### src/rtl/buzzer_pkg.sv
// rtl/buzzer_pkg.sv - shared register map, control bits and FSM encoding for the buzzer tone generator
//   No ports. Imported by buzzer_tone_gen and buzzer_half_divider.
package buzzer_pkg;

    localparam logic [1:0] ADDR_HALF_PERIOD = 2'd0;
    localparam logic [1:0] ADDR_DURATION    = 2'd1;
    localparam logic [1:0] ADDR_CONTROL     = 2'd2;
    localparam logic [1:0] ADDR_STATUS      = 2'd3;

    localparam int CTRL_START = 0;
    localparam int CTRL_STOP  = 1;

    localparam logic [1:0] ST_IDLE = 2'd0;
    localparam logic [1:0] ST_HIGH = 2'd1;
    localparam logic [1:0] ST_LOW  = 2'd2;

endpackage

### src/rtl/buzzer_half_divider.sv
// rtl/buzzer_half_divider.sv - loadable half-period down-counter with terminal-count pulse
//   clk, rst_n : clock, asynchronous active-low reset
//   load       : force the counter to value (takes priority over counting)
//   enable     : count while a tone is running
//   value      : load / reload value (half period minus one)
//   tc         : high during the last cycle of a half period
module buzzer_half_divider
    import buzzer_pkg::*;
#(
    parameter int HP_WIDTH = 24
) (
    input  logic                clk,
    input  logic                rst_n,
    input  logic                load,
    input  logic                enable,
    input  logic [HP_WIDTH-1:0] value,
    output logic                tc
);

    logic [HP_WIDTH-1:0] cnt_q;
    logic [HP_WIDTH-1:0] cnt_d;

    assign tc = enable && (cnt_q == '0);

    always_comb begin
        cnt_d = cnt_q;
        if (load) begin
            cnt_d = value;
        end else if (enable) begin
            // Reload on terminal count so the next half period starts seamlessly.
            cnt_d = (cnt_q == '0) ? value : cnt_q - HP_WIDTH'(1);
        end
    end

    always_ff @(posedge clk or negedge rst_n) begin
        if (!rst_n) begin
            cnt_q <= '0;
        end else begin
            cnt_q <= cnt_d;
        end
    end

endmodule

### src/rtl/buzzer_tone_gen.sv
// rtl/buzzer_tone_gen.sv - Avalon-MM slave generating a timed square wave on the buzzer pin
//   clk, reset_n          : clock, asynchronous active-low reset
//   address, chipselect,
//   write_n, writedata    : register write port (0 HALF_PERIOD, 1 DURATION, 2 CONTROL, 3 STATUS)
//   readdata              : registered read data, one cycle latency
//   buzzer_out            : square-wave drive
//   tone_done             : one-cycle pulse when a tone finishes on its own
module buzzer_tone_gen
    import buzzer_pkg::*;
#(
    parameter int   HP_WIDTH   = 24,
    parameter int   DUR_WIDTH  = 16,
    parameter logic IDLE_LEVEL = 1'b0
) (
    input  logic        clk,
    input  logic        reset_n,
    input  logic [1:0]  address,
    input  logic        chipselect,
    input  logic        write_n,
    input  logic [31:0] writedata,
    output logic [31:0] readdata,
    output logic        buzzer_out,
    output logic        tone_done
);

    logic [HP_WIDTH-1:0]  hp_q, hp_d;
    logic [DUR_WIDTH-1:0] dur_q, dur_d;
    logic [HP_WIDTH-1:0]  hp_work_q, hp_work_d;
    logic [DUR_WIDTH-1:0] dur_work_q, dur_work_d;
    logic [DUR_WIDTH-1:0] period_q, period_d;
    logic [1:0]           state_q, state_d;
    logic                 done_sticky_q, done_sticky_d;
    logic                 buzzer_q, buzzer_d;
    logic                 tone_done_q, tone_done_d;
    logic [31:0]          readdata_q, readdata_d;

    logic                 wr_en;
    logic                 start;
    logic                 stop;
    logic                 busy;
    logic [HP_WIDTH-1:0]  hp_clamped;
    logic [HP_WIDTH-1:0]  div_value;
    logic                 div_tc;
    logic                 unused_wdata;

    assign wr_en = chipselect && !write_n;
    // Stop dominates a simultaneous start.
    assign stop  = wr_en && (address == ADDR_CONTROL) && writedata[CTRL_STOP];
    assign start = wr_en && (address == ADDR_CONTROL) && writedata[CTRL_START] && !writedata[CTRL_STOP];
    assign busy  = (state_q != ST_IDLE);

    // A half period shorter than 2 cycles cannot be counted as hp-1 down to 0 usefully.
    assign hp_clamped = (hp_q < HP_WIDTH'(2)) ? HP_WIDTH'(2) : hp_q;
    assign div_value  = start ? (hp_clamped - HP_WIDTH'(1)) : (hp_work_q - HP_WIDTH'(1));

    assign unused_wdata = ^writedata;

    buzzer_half_divider #(
        .HP_WIDTH (HP_WIDTH)
    ) u_half_divider (
        .clk    (clk),
        .rst_n  (reset_n),
        .load   (start),
        .enable (busy),
        .value  (div_value),
        .tc     (div_tc)
    );

    always_comb begin
        hp_d          = hp_q;
        dur_d         = dur_q;
        hp_work_d     = hp_work_q;
        dur_work_d    = dur_work_q;
        period_d      = period_q;
        state_d       = state_q;
        done_sticky_d = done_sticky_q;
        buzzer_d      = buzzer_q;
        tone_done_d   = 1'b0;

        if (wr_en && (address == ADDR_HALF_PERIOD)) begin
            hp_d = writedata[HP_WIDTH-1:0];
        end
        if (wr_en && (address == ADDR_DURATION)) begin
            dur_d = writedata[DUR_WIDTH-1:0];
        end
        if (wr_en && (address == ADDR_STATUS)) begin
            done_sticky_d = 1'b0;
        end

        if (stop) begin
            state_d  = ST_IDLE;
            buzzer_d = IDLE_LEVEL;
        end else if (start) begin
            state_d    = ST_HIGH;
            buzzer_d   = 1'b1;
            hp_work_d  = hp_clamped;
            dur_work_d = dur_q;
            period_d   = DUR_WIDTH'(1);
        end else begin
            case (state_q)
                ST_HIGH: begin
                    if (div_tc) begin
                        state_d  = ST_LOW;
                        buzzer_d = 1'b0;
                    end
                end
                ST_LOW: begin
                    if (div_tc) begin
                        if ((dur_work_q != '0) && (period_q == dur_work_q)) begin
                            state_d       = ST_IDLE;
                            buzzer_d      = IDLE_LEVEL;
                            tone_done_d   = 1'b1;
                            // Completion beats a same-cycle STATUS clear.
                            done_sticky_d = 1'b1;
                        end else begin
                            state_d  = ST_HIGH;
                            buzzer_d = 1'b1;
                            period_d = period_q + DUR_WIDTH'(1);
                        end
                    end
                end
                default: begin
                    state_d  = ST_IDLE;
                    buzzer_d = IDLE_LEVEL;
                end
            endcase
        end

        readdata_d = 32'd0;
        case (address)
            ADDR_HALF_PERIOD: readdata_d = 32'(hp_q);
            ADDR_DURATION:    readdata_d = 32'(dur_q);
            ADDR_CONTROL:     readdata_d = {31'd0, busy};
            default:          readdata_d = {31'd0, done_sticky_q};
        endcase
    end

    always_ff @(posedge clk or negedge reset_n) begin
        if (!reset_n) begin
            hp_q          <= '0;
            dur_q         <= '0;
            hp_work_q     <= '0;
            dur_work_q    <= '0;
            period_q      <= '0;
            state_q       <= ST_IDLE;
            done_sticky_q <= 1'b0;
            buzzer_q      <= IDLE_LEVEL;
            tone_done_q   <= 1'b0;
            readdata_q    <= 32'd0;
        end else begin
            hp_q          <= hp_d;
            dur_q         <= dur_d;
            hp_work_q     <= hp_work_d;
            dur_work_q    <= dur_work_d;
            period_q      <= period_d;
            state_q       <= state_d;
            done_sticky_q <= done_sticky_d;
            buzzer_q      <= buzzer_d;
            tone_done_q   <= tone_done_d;
            readdata_q    <= readdata_d;
        end
    end

    assign readdata   = readdata_q;
    assign buzzer_out = buzzer_q;
    assign tone_done  = tone_done_q;

endmodule

### config.mk
export PLATFORM = sky130hd
export DESIGN_NAME = buzzer_tone_gen
export DESIGN_NICKNAME = d
export VERILOG_FILES = /design/src/rtl/buzzer_pkg.sv /design/src/rtl/buzzer_half_divider.sv /design/src/rtl/buzzer_tone_gen.sv
export SDC_FILE = /design/constraint.sdc
export NUM_CORES = 1
export LEC_CHECK = 0
export BUFFER_PORTS_ARGS = -buffer_cell sky130_fd_sc_hd__buf_2
export CAP_MARGIN = 10
export CORE_MARGIN = 3
export CORE_UTILIZATION = 54
export DETAILED_ROUTE_END_ITERATION = 8
export HOLD_SLACK_MARGIN = 0.12
export PLACE_DENSITY = 0.8
export RECOVER_POWER = 100
export SKIP_LAST_GASP = 1
export SLEW_MARGIN = 10
export SYNTH_ARGS = -nofsm -noshare
export SYNTH_HDL_FRONTEND = slang
export SYNTH_SLANG_ARGS = --single-unit
### constraint.sdc
create_clock -name clk -period 2.98 [get_ports clk]
set_input_delay 0.298 -clock clk [delete_from_list [all_inputs] [get_ports clk]]
set_output_delay 0.298 -clock clk [all_outputs]
set_load 0.005 [all_outputs]
==> Word level (Yosys, flattened, before mapping) <==
Index checks and enable logic that the tools add are counted.
{ "totals": {"ff_bits": 157, "latchBits": 0, "mem_bits_rw": 0, "romBits": 0, "elab_cells": 81, "mem_count": 0} }
{ "op_classes": {"n_addsub": 4, "mul": 0, "n_div": 0, "order_cmp": 1, "eq_ne": 9, "shift": 0, "mux": 33, "bitwise_logic": 1, "reduce_logical": 22} }
{ "ops": {"columns": ["operator", "n"], "rows": [
  ["24-bit 2-to-1 mux", 5],
  ["24-bit case mux with 3 select lines", 1],
  ["24-bit by 1-bit subtractor with 24-bit output, second input constant", 3],
  ["16-bit 2-to-1 mux", 4],
  ["24-bit zero test", 1],
  ["24-bit by 2-bit < comparator with 1-bit output, second input constant", 1],
  ["1-bit 2-to-1 mux", 17],
  ["16-bit by 1-bit adder with 16-bit output, second input constant", 1],
  ["16-bit == test", 1],
  ["16-bit nonzero test", 1],
  ["1-bit logical AND", 10],
  ["2-bit 2-to-1 mux", 4],
  ["4-bit != test, second input constant", 2],
  ["2-bit nonzero test", 4],
  ["2-bit == test, second input constant", 3],
  ["2-bit by 1-bit == test with 1-bit output, second input constant", 2],
  ["2-bit case mux with 2 select lines", 1],
  ["2-bit AND reduction", 2],
  ["4-bit AND reduction", 1],
  ["1-bit zero test", 2],
  ["2-bit zero test", 1],
  ["2-bit != test, second input constant", 1],
  ["1-bit case mux with 2 select lines", 1],
  ["1-bit inverter", 1]
]} }

==> Depth between registers and ports, before layout <==
Gate-level depths: netlist of run 1.
{ "logic_depth": {"word_depth": 9, "depth_mapped": 15, "ltp_nobuf": 11} }

==> By module <==
A second synthesis of run 1 with hierarchy kept.
{ "unflattened": {"cells_unflattened": 780, "area_unflattened_um2": 7689.9} }
{ "by_module_without_submodules": {"columns": ["mod", "n_inst", "cells_per_inst", "area_per_inst_um2", "seq_area_each_um2"], "rows": [
  ["buzzer_tone_gen", 1, 581, 6008.3, 3128.0],
  ["buzzer_half_divider", 1, 199, 1681.6, 600.6]
]} }

==> Worst setup path before layout of run 1 <==
OpenSTA, ideal clock, no wires.
{ "synth_path": {"kind": "input to register", "from": "input port write_n", "to": "register u_half_divider.cnt_q[18]", "setup_time_ns": 0.126, "arrival_ns": 2.971, "path_slack_ns": -0.117, "stages": 14, "path_buffers": 3, "cell_sequence": "nor4bb_1 -> clkbuf_1 -> nand2_1 -> clkbuf_1 -> mux2i_1 -> a31oi_1 -> inv_1 -> ha_1 -> clkbuf_1 -> nand4_1 -> nor4_1 -> o211ai_1 -> xnor2_1 -> a221o_1"} }
{ "synth_via": {"elab_chain_len": 9} }
{ "synth_lines": {"columns": ["item", "line_no", "source"], "rows": [
  ["start, declared", "buzzer_tone_gen.sv:19", "input logic write_n,"],
  ["1-bit zero test *", "buzzer_tone_gen.sv:46", "assign wr_en = chipselect && !write_n;"],
  ["1-bit logical AND *", "buzzer_tone_gen.sv:46", null],
  ["1-bit logical AND * (3 in a row)", "buzzer_tone_gen.sv:49", "assign start = wr_en && (address == ADDR_CONTROL) && writedata[CTRL_START] && !writedata[CTRL_STOP];"],
  ["24-bit 2-to-1 mux", "buzzer_tone_gen.sv:54", "assign div_value = start ? (hp_clamped - HP_WIDTH'(1)) : (hp_work_q - HP_WIDTH'(1));"],
  ["24-bit 2-to-1 mux", "buzzer_half_divider.sv:31", "cnt_d = (cnt_q == '0) ? value : cnt_q - HP_WIDTH'(1);"],
  ["24-bit 2-to-1 mux", "buzzer_half_divider.sv:29", "end else if (enable) begin"],
  ["24-bit 2-to-1 mux", "buzzer_half_divider.sv:27", "if (load) begin"],
  ["end signal, assigned", "buzzer_half_divider.sv:39", "cnt_q <= cnt_d;"],
  ["end, declared", "buzzer_half_divider.sv:20", "logic [HP_WIDTH-1:0] cnt_q;"]
]} }
Every way passes the cells marked *; elsewhere a longest branch is shown, timed or not. The select of a mux whose other input is x is not followed.
A chain may end at the register's enable or synchronous reset.

==> Worst setup path in the final report of run 1 <==
{ "layout_path": {"from": "register u_half_divider.cnt_q[18]", "to": "register period_q[15]"} }
{ "layout_via": {"elab_chain_len": 4} }
{ "layout_lines": {"columns": ["item", "line_no", "source"], "rows": [
  ["24-bit zero test", "buzzer_half_divider.sv:23", "assign tc = enable && (cnt_q == '0);"],
  ["1-bit logical AND", "buzzer_half_divider.sv:23", null],
  ["2-bit nonzero test (no line)", null, null],
  ["4-bit AND reduction (no line)", null, null],
  ["end signal, assigned", "buzzer_tone_gen.sv:155", "period_q <= period_d;"],
  ["end, declared", "buzzer_tone_gen.sv:30", "logic [DUR_WIDTH-1:0] period_q, period_d;"]
]} }
No other way between the ends.

==> results of run 1 <==
==> metal layers <==
metal | track usage | vias up | wire [microns]
met5 | 0 | - | 0
met4 | 0.112 | 0 | 661
met3 | 0.0627 | 68 | 1740
met2 | 0.444 | 398 | 10100
met1 | 0.360 | 3298 | 8510
li1 | - | 3045 | -
==> cells by family (layout without fill, tap and decap cells) <==
kind of cell,after synthesis,in the layout,share of synthesized area
compound gates,129,129,0.108
xor+xnor,34,34,0.0388
fa+ha+maj,4,4,0.00651
buf+inv,61,166,0.0342
flops,149,149,0.485
mux,74,74,0.105
other cells,1,8,0.000488
simple gates,333,333,0.222
==> state kept, by name, indices dropped and copies added (netlist names) <==
signal                flops
tone_done                 1
state_q                   2
done_sticky_q             1
dur_work_q               16
dur_q                    16
period_q                 16
u_half_divider.cnt_q     24
buzzer_out                1
hp_work_q                24
hp_q                     24
readdata                 24
==> Yosys cell counts (15+ instances only) <==
cell / number / area (sq um)
o21ai_0: 28 / 140
nand3_1: 18 / 90.1
nor4_1: 27 / 169
nor2_1: 40 / 150
clkbuf_1: 25 / 93.8
mux2_2: 44 / 495
nor3_1: 24 / 120
mux2i_1: 29 / 290
nand2_1: 123 / 462
a21oi_1: 39 / 195
xnor2_1: 22 / 193
nand4_1: 22 / 138
inv_1: 15 / 56.3
dfrtp_1: 149 / 3730
==> final cells by class <==
type / count / area, sq um / share of cell area
multi-input combinational: 582 / 3760 / 0.410
clock buffer: 20 / 467 / 0.0509
inverter: 15 / 56.3 / 0.00614
sequential: 149 / 3730 / 0.407
tap: 176 / 220 / 0.0240
timing repair buffer: 120 / 796 / 0.0868
clock inverter: 11 / 138 / 0.0150
==> final timing paths <==
path / endpoint / slack [ns] / depth (start not counted)
min in group asynchronous: readdata[13]$_DFF_PN0_ / 0.45 / 2
worst max-delay path: period_q[15]$_DFFE_PN0P_ / 0.14 / 6
worst min register to register: hp_work_q[19]$_DFFE_PN0P_ / 0.51 / 2
max in group asynchronous: period_q[11]$_DFFE_PN0P_ / 1.77 / 3
worst max register to register: period_q[15]$_DFFE_PN0P_ / 0.14 / 6
worst min-delay path: dur_q[7]$_DFFE_PN0P_ / 0.14 / 2
==> report_power, final <==
group          total [mW]  leakage (nW)  switching (mW)  internal (mW)
Combinational        1.62          2.04           0.905          0.718
Clock                2.20         0.288           0.891           1.31
Sequential           2.87          1.90           0.444           2.43
==> what timing repair did <==
action,CTS,global route
hold buffers,21,0
setup endpoints to repair,0,5
endpoints found under the hold margin,101,0
gates resized for setup,0,4
==> through the flow <==
step | hold slack [ns] | TNS [ns]
after floorplan | 0.00241 | 0
after global placement | 0.363 | 0
after detailed placement | 0.364 | 0
after CTS | 0.127 | 0
after global routing | 0.141 | -0.000947
final | 0.144 | 0
==> qor.yml, run 1 <==
status: "finished, final reports clean"
place_congestion: 0.940
placed_cell_area_sq_um: 8350
crit_required_ns: 3.33
finClkSkew_ns: 0.0162
place_inst: 1021
fillers: 1022
avgRoutedWirePerCell_microns: 19.6
cts-root-buf: "clkbuf_16"
synth_edf_count: 0
grt_max_degree: 78
layout_commonest_cell: "dfrtp_1"
drc: 0
synthCells: 785
holdCritPathClass: "in -> reg"
critPathSlowestCell: "or3_1"
clk_path_buf_depth: 2
ys_ff_latch: 149
crit_buf_inv: 0
ys_warn_count: 0
leakage_nw: 4.23
antenna_cells: 0
clock_sinks: 149
fmax_mhz: 353
syn-cell-area_sq_um: 7680
numCtsBuffers: 17
async_flop_share: 1.00
die_width_microns: 125
ys.flop_type: "dfrtp_1"
start_kind: "flip-flop"
drtIter0Drc: 704
htreeDepth: 4
period_share: 0.951
stdcell_count: 1073
worstMarginPinSlew_ns: 1.44
ir_drop_mv: 0.579
rows: 42
setup_viol: 0
maxCapViolations: 0
portBuffers: 55
drive_gt1_frac: 0.210
hpwl_microns: 13800
setup_ws_ns: 0.145
p_per_area_nw_per_um2: 731
coreArea_sq_um: 13600
cp-startpoint: "u_half_divider.cnt_q[18]$_DFFE_PN0P_"
period_needed_ns: 2.84
start_util: 0.567
grt.total_usage: 0.274
yosys.cell_types.count: 59
io_pins: 72
final_util: 0.676
critPathArrivalTime_ns: 3.19
drt-vias-per-instance: 6.35
drt_wl_total_microns: 21000
overflow: 0
die_area_sq_um: 15700
grt_setup_unrepaired: "true"
drtAntennaViolNets: 0
clkLatencyLatePin_ns: 0.44
ys_seq_area_frac: 0.485
avgSynthCellArea_sq_um: 9.79
final_cell_mix: "149 x dfrtp_1, 122 x nand2_1, 54 x buf_2, 44 x mux2_2, 39 x a21oi_1"
num_vias: 6809
path_cells: "or4_4 -> nor4_4 -> a31oi_1 -> or3_1 -> or4_1 -> a21oi_1"
drv_slew: 0
layout.nets: 927
worstPathMaxFanout: 10
cts_tree: "done"
fp.dieH_microns: 125
syn2layout_area_growth_pct: 19.3
firstDrtPassIters: 6
crit_type: "reg -> reg"
cts.clk_slew.worst_paths_ns: 0.06
relSlewSlack: 0.0369
hold_violations: 0
min-delay-start: "writedata[7]"
grt_pass1_wl_microns: 34500
power_mw: 6.70
antenna_found_initial: 0
endpoint_kind: "flip-flop"
fin_area_sq_um: 9160
r2r-start: "u_half_divider.cnt_q[18]$_DFFE_PN0P_"
cpPeakStageDelay_ns: 0.60
grt_pass1_vias: 6694
pre_cts_slack_ns: 0.0889
critPathTopFamily: "simple AND/OR/NAND/NOR gates"
cts_setup_buffers: 0
Note: power is estimated with default switching activity, not from simulation.
==> run 2: changes to the inputs <==
--- a/config.mk
+++ b/config.mk
@@ -10,7 +10,7 @@
 export CORE_MARGIN = 3
 export CORE_UTILIZATION = 54
 export DETAILED_ROUTE_END_ITERATION = 8
-export HOLD_SLACK_MARGIN = 0.12
+export HOLD_SLACK_MARGIN = 0.15
 export PLACE_DENSITY = 0.8
 export RECOVER_POWER = 100
 export SKIP_LAST_GASP = 1
==> constraint.sdc (replaced) <==
create_clock -name clk -period 2.98 [get_ports clk]
set_input_delay 0.149 -clock clk [delete_from_list [all_inputs] [get_ports clk]]
set_output_delay 0.149 -clock clk [all_outputs]
set_load 0.005 [all_outputs]
==> run 2 against run 1 <==
Routed wire length up 1.1%. Sequential share of layout area up 0.47 points. The flow now finishes with violations (max-capacitance violations, max-slew violations). Core utilization down 0.77 points. Clock skew down 0.0081 ns. Via count down 1.9%. Total power down 2.1%.
==> qor.yml, run 2 (synthesized netlist as in run 1, its figures left out) <==
status: "finished, violations left"
violations: "max-capacitance violations, max-slew violations"
layout_commonest_cell: "dfrtp_1"
coreArea_sq_um: 13600  # unchanged
path_cells: "dlygate4sd3_1 -> clkbuf_1 -> nand2b_1 -> nor2_4 -> clkbuf_1 -> a31oi_1 -> or3_1 -> o41ai_1 -> a21oi_1"
p_per_area_nw_per_um2: 723  # -1.0%
setup_viol: 0  # unchanged
rows: 42  # unchanged
io_pins: 72  # unchanged
final_cell_mix: "149 x dfrtp_1, 122 x nand2_1, 39 x nor2_1, 39 x a21oi_1, 39 x mux2_2"
cpPeakStageDelay_ns: 0.57  # -0.03 ns
worstMarginPinSlew_ns: 1.81  # +0.364 ns
worstPathMaxFanout: 10  # unchanged
placed_cell_area_sq_um: 8330  # -0.31%
finalSetupTns_ns: 0  # unchanged
grt_pass1_wl_microns: 34800  # +0.88%
drtIter0Drc: 788  # +12%
hold_violations: 0  # unchanged
leakage_nw: 4.11  # -3.0%
cts.clk_slew.worst_paths_ns: 0.07  # about the same
hpwl_microns: 14100  # +2.3%
layout.nets: 925  # -0.22%
start_kind: "primary input"
die_width_microns: 125  # unchanged
pwr-share-seq: 0.438  # +0.009
drc: 0  # unchanged
numCtsBuffers: 17  # unchanged
hold_ws_ns: 0.194  # +0.0503 ns
die_area_sq_um: 15700  # unchanged
crit_type: "in -> reg"
place_inst: 1015  # -0.59%
maxCapViolations: 2  # +2
critPathArrivalTime_ns: 3.12  # -0.07 ns
overflow: 0  # unchanged
avgRoutedWirePerCell_microns: 19.8  # +1.1%
antenna_found_initial: 0  # unchanged
drive_gt1_frac: 0.166  # -0.0433
drt_wl_total_microns: 21200  # +1.1%
relSlewSlack: -0.206  # -0.243
p_int_mw: 4.30  # -3.5%
critPathSlowestCell: "or3_1"
pwr-share-comb: 0.244  # +0.002
fin_area_sq_um: 9060  # -1.1%
cts_tree: "done"
grt_max_degree: 76  # -2.6%
cts-root-buf: "clkbuf_16"
grt_pass1_vias: 6746  # +0.78%
swShare: 0.344  # +0.00920
endpoint_kind: "flip-flop"
fmax_mhz: 352  # -0.11%
place_congestion: 0.977  # +4.0%
grt.total_usage: 0.277  # +0.00219
drv_slew: 97  # +97
ir_drop_mv: 0.622  # +7.4%
firstDrtPassIters: 5  # -1
portBuffers: 55  # unchanged
htreeDepth: 4  # unchanged
stdcell_count: 1072  # -0.093%
clock_sinks: 149  # unchanged
syn2layout_area_growth_pct: 17.9
critical_path.most_common_cell: "clkbuf_1"
finClkSkew_ns: 0.00808  # -0.00811 ns
clkLatencyLatePin_ns: 0.43  # about the same
period_share: 0.952  # +0.00109
period_needed_ns: 2.84  # +0.00326 ns
fp.dieH_microns: 125  # unchanged
cts_setup_buffers: 0  # unchanged
clk_path_buf_depth: 2  # unchanged
start_util: 0.567  # unchanged
p_sw_mw: 2.25  # +0.57%
drtAntennaViolNets: 0  # unchanged
num_vias: 6682  # -1.9%
pwr-share-clk: 0.318  # -0.011
grt_setup_unrepaired: "false"
antenna_cells: 0  # unchanged
drt-vias-per-instance: 6.23  # -1.8%
crit_required_ns: 3.27  # -0.06 ns
holdCritPathClass: "in -> reg"
==> run 2: repair_timing <==
action	4_1_cts	5_1_grt
hold buffers	25	0
endpoints found under the setup margin	0	1
gates resized for setup	0	1
endpoints found under the hold margin	113	0
==> run 2: worst paths after layout <==
kind,start,to,slack (ns),depth (start not counted)
setup / recovery,writedata[0],period_q[7]$_DFFE_PN0P_,0.14,9
hold / removal,address[1],readdata[15]$_DFF_PN0_,0.19,3
setup reg to reg,hp_q[13]$_DFFE_PN0P_,u_half_divider.cnt_q[18]$_DFFE_PN0P_,0.19,11
hold reg to reg,dur_q[12]$_DFFE_PN0P_,dur_work_q[12]$_DFFE_PN0P_,0.50,2
max in group asynchronous,reset_n,hp_work_q[9]$_DFFE_PN0P_,0.47,3
min in group asynchronous,reset_n,readdata[13]$_DFF_PN0_,0.78,2
==> run 2: routing by layer <==
metal	vias up	global-route usage	routed length, microns
li1	3038	-	-
met2	307	0.444	10100
met4	0	0.103	451
met5	-	0	0
met3	57	0.0780	1880
met1	3280	0.361	8760
==> run 2: layout make-up <==
class                           instances  area [sq um]
Timing Repair Buffer                  118           749
Clock inverter                         14           143
Tap cell                              176           220
Clock buffer                           18           429
Sequential cell                       149          3730
Inverter                               15          56.3
Fill cell                            1050          4500
Multi-Input combinational cell        582          3730
==> run 2: metrics by stage <==
stage	total power, mW	utilization	setup WS [ns]
after floorplan	3.82	-	0.0324
after global placement	4.35	0.614	0.295
after detailed placement	4.42	0.614	0.215
after CTS	6.53	0.675	0.172
after global routing	6.89	0.668	0.00922
final	6.55	0.668	0.142
==> run 2: worst max-delay path, delay by kind of cell <==
family	cells	cell delay, ns
buffers and inverters	3	1.22
AOI/OAI and AO/OA	3	0.85
and+or+nand+nor	3	0.90
==> run 2: power by group through the flow <==
stage / Sequential (mW) / Combinational, mW / Clock, mW
global route: 2.93 / 1.76 / 2.20
detailed placement: 2.87 / 1.55 / 0
CTS: 2.84 / 1.60 / 2.10
floorplan: 2.76 / 1.06 / 0
global placement: 2.85 / 1.50 / 0
finish: 2.87 / 1.60 / 2.09
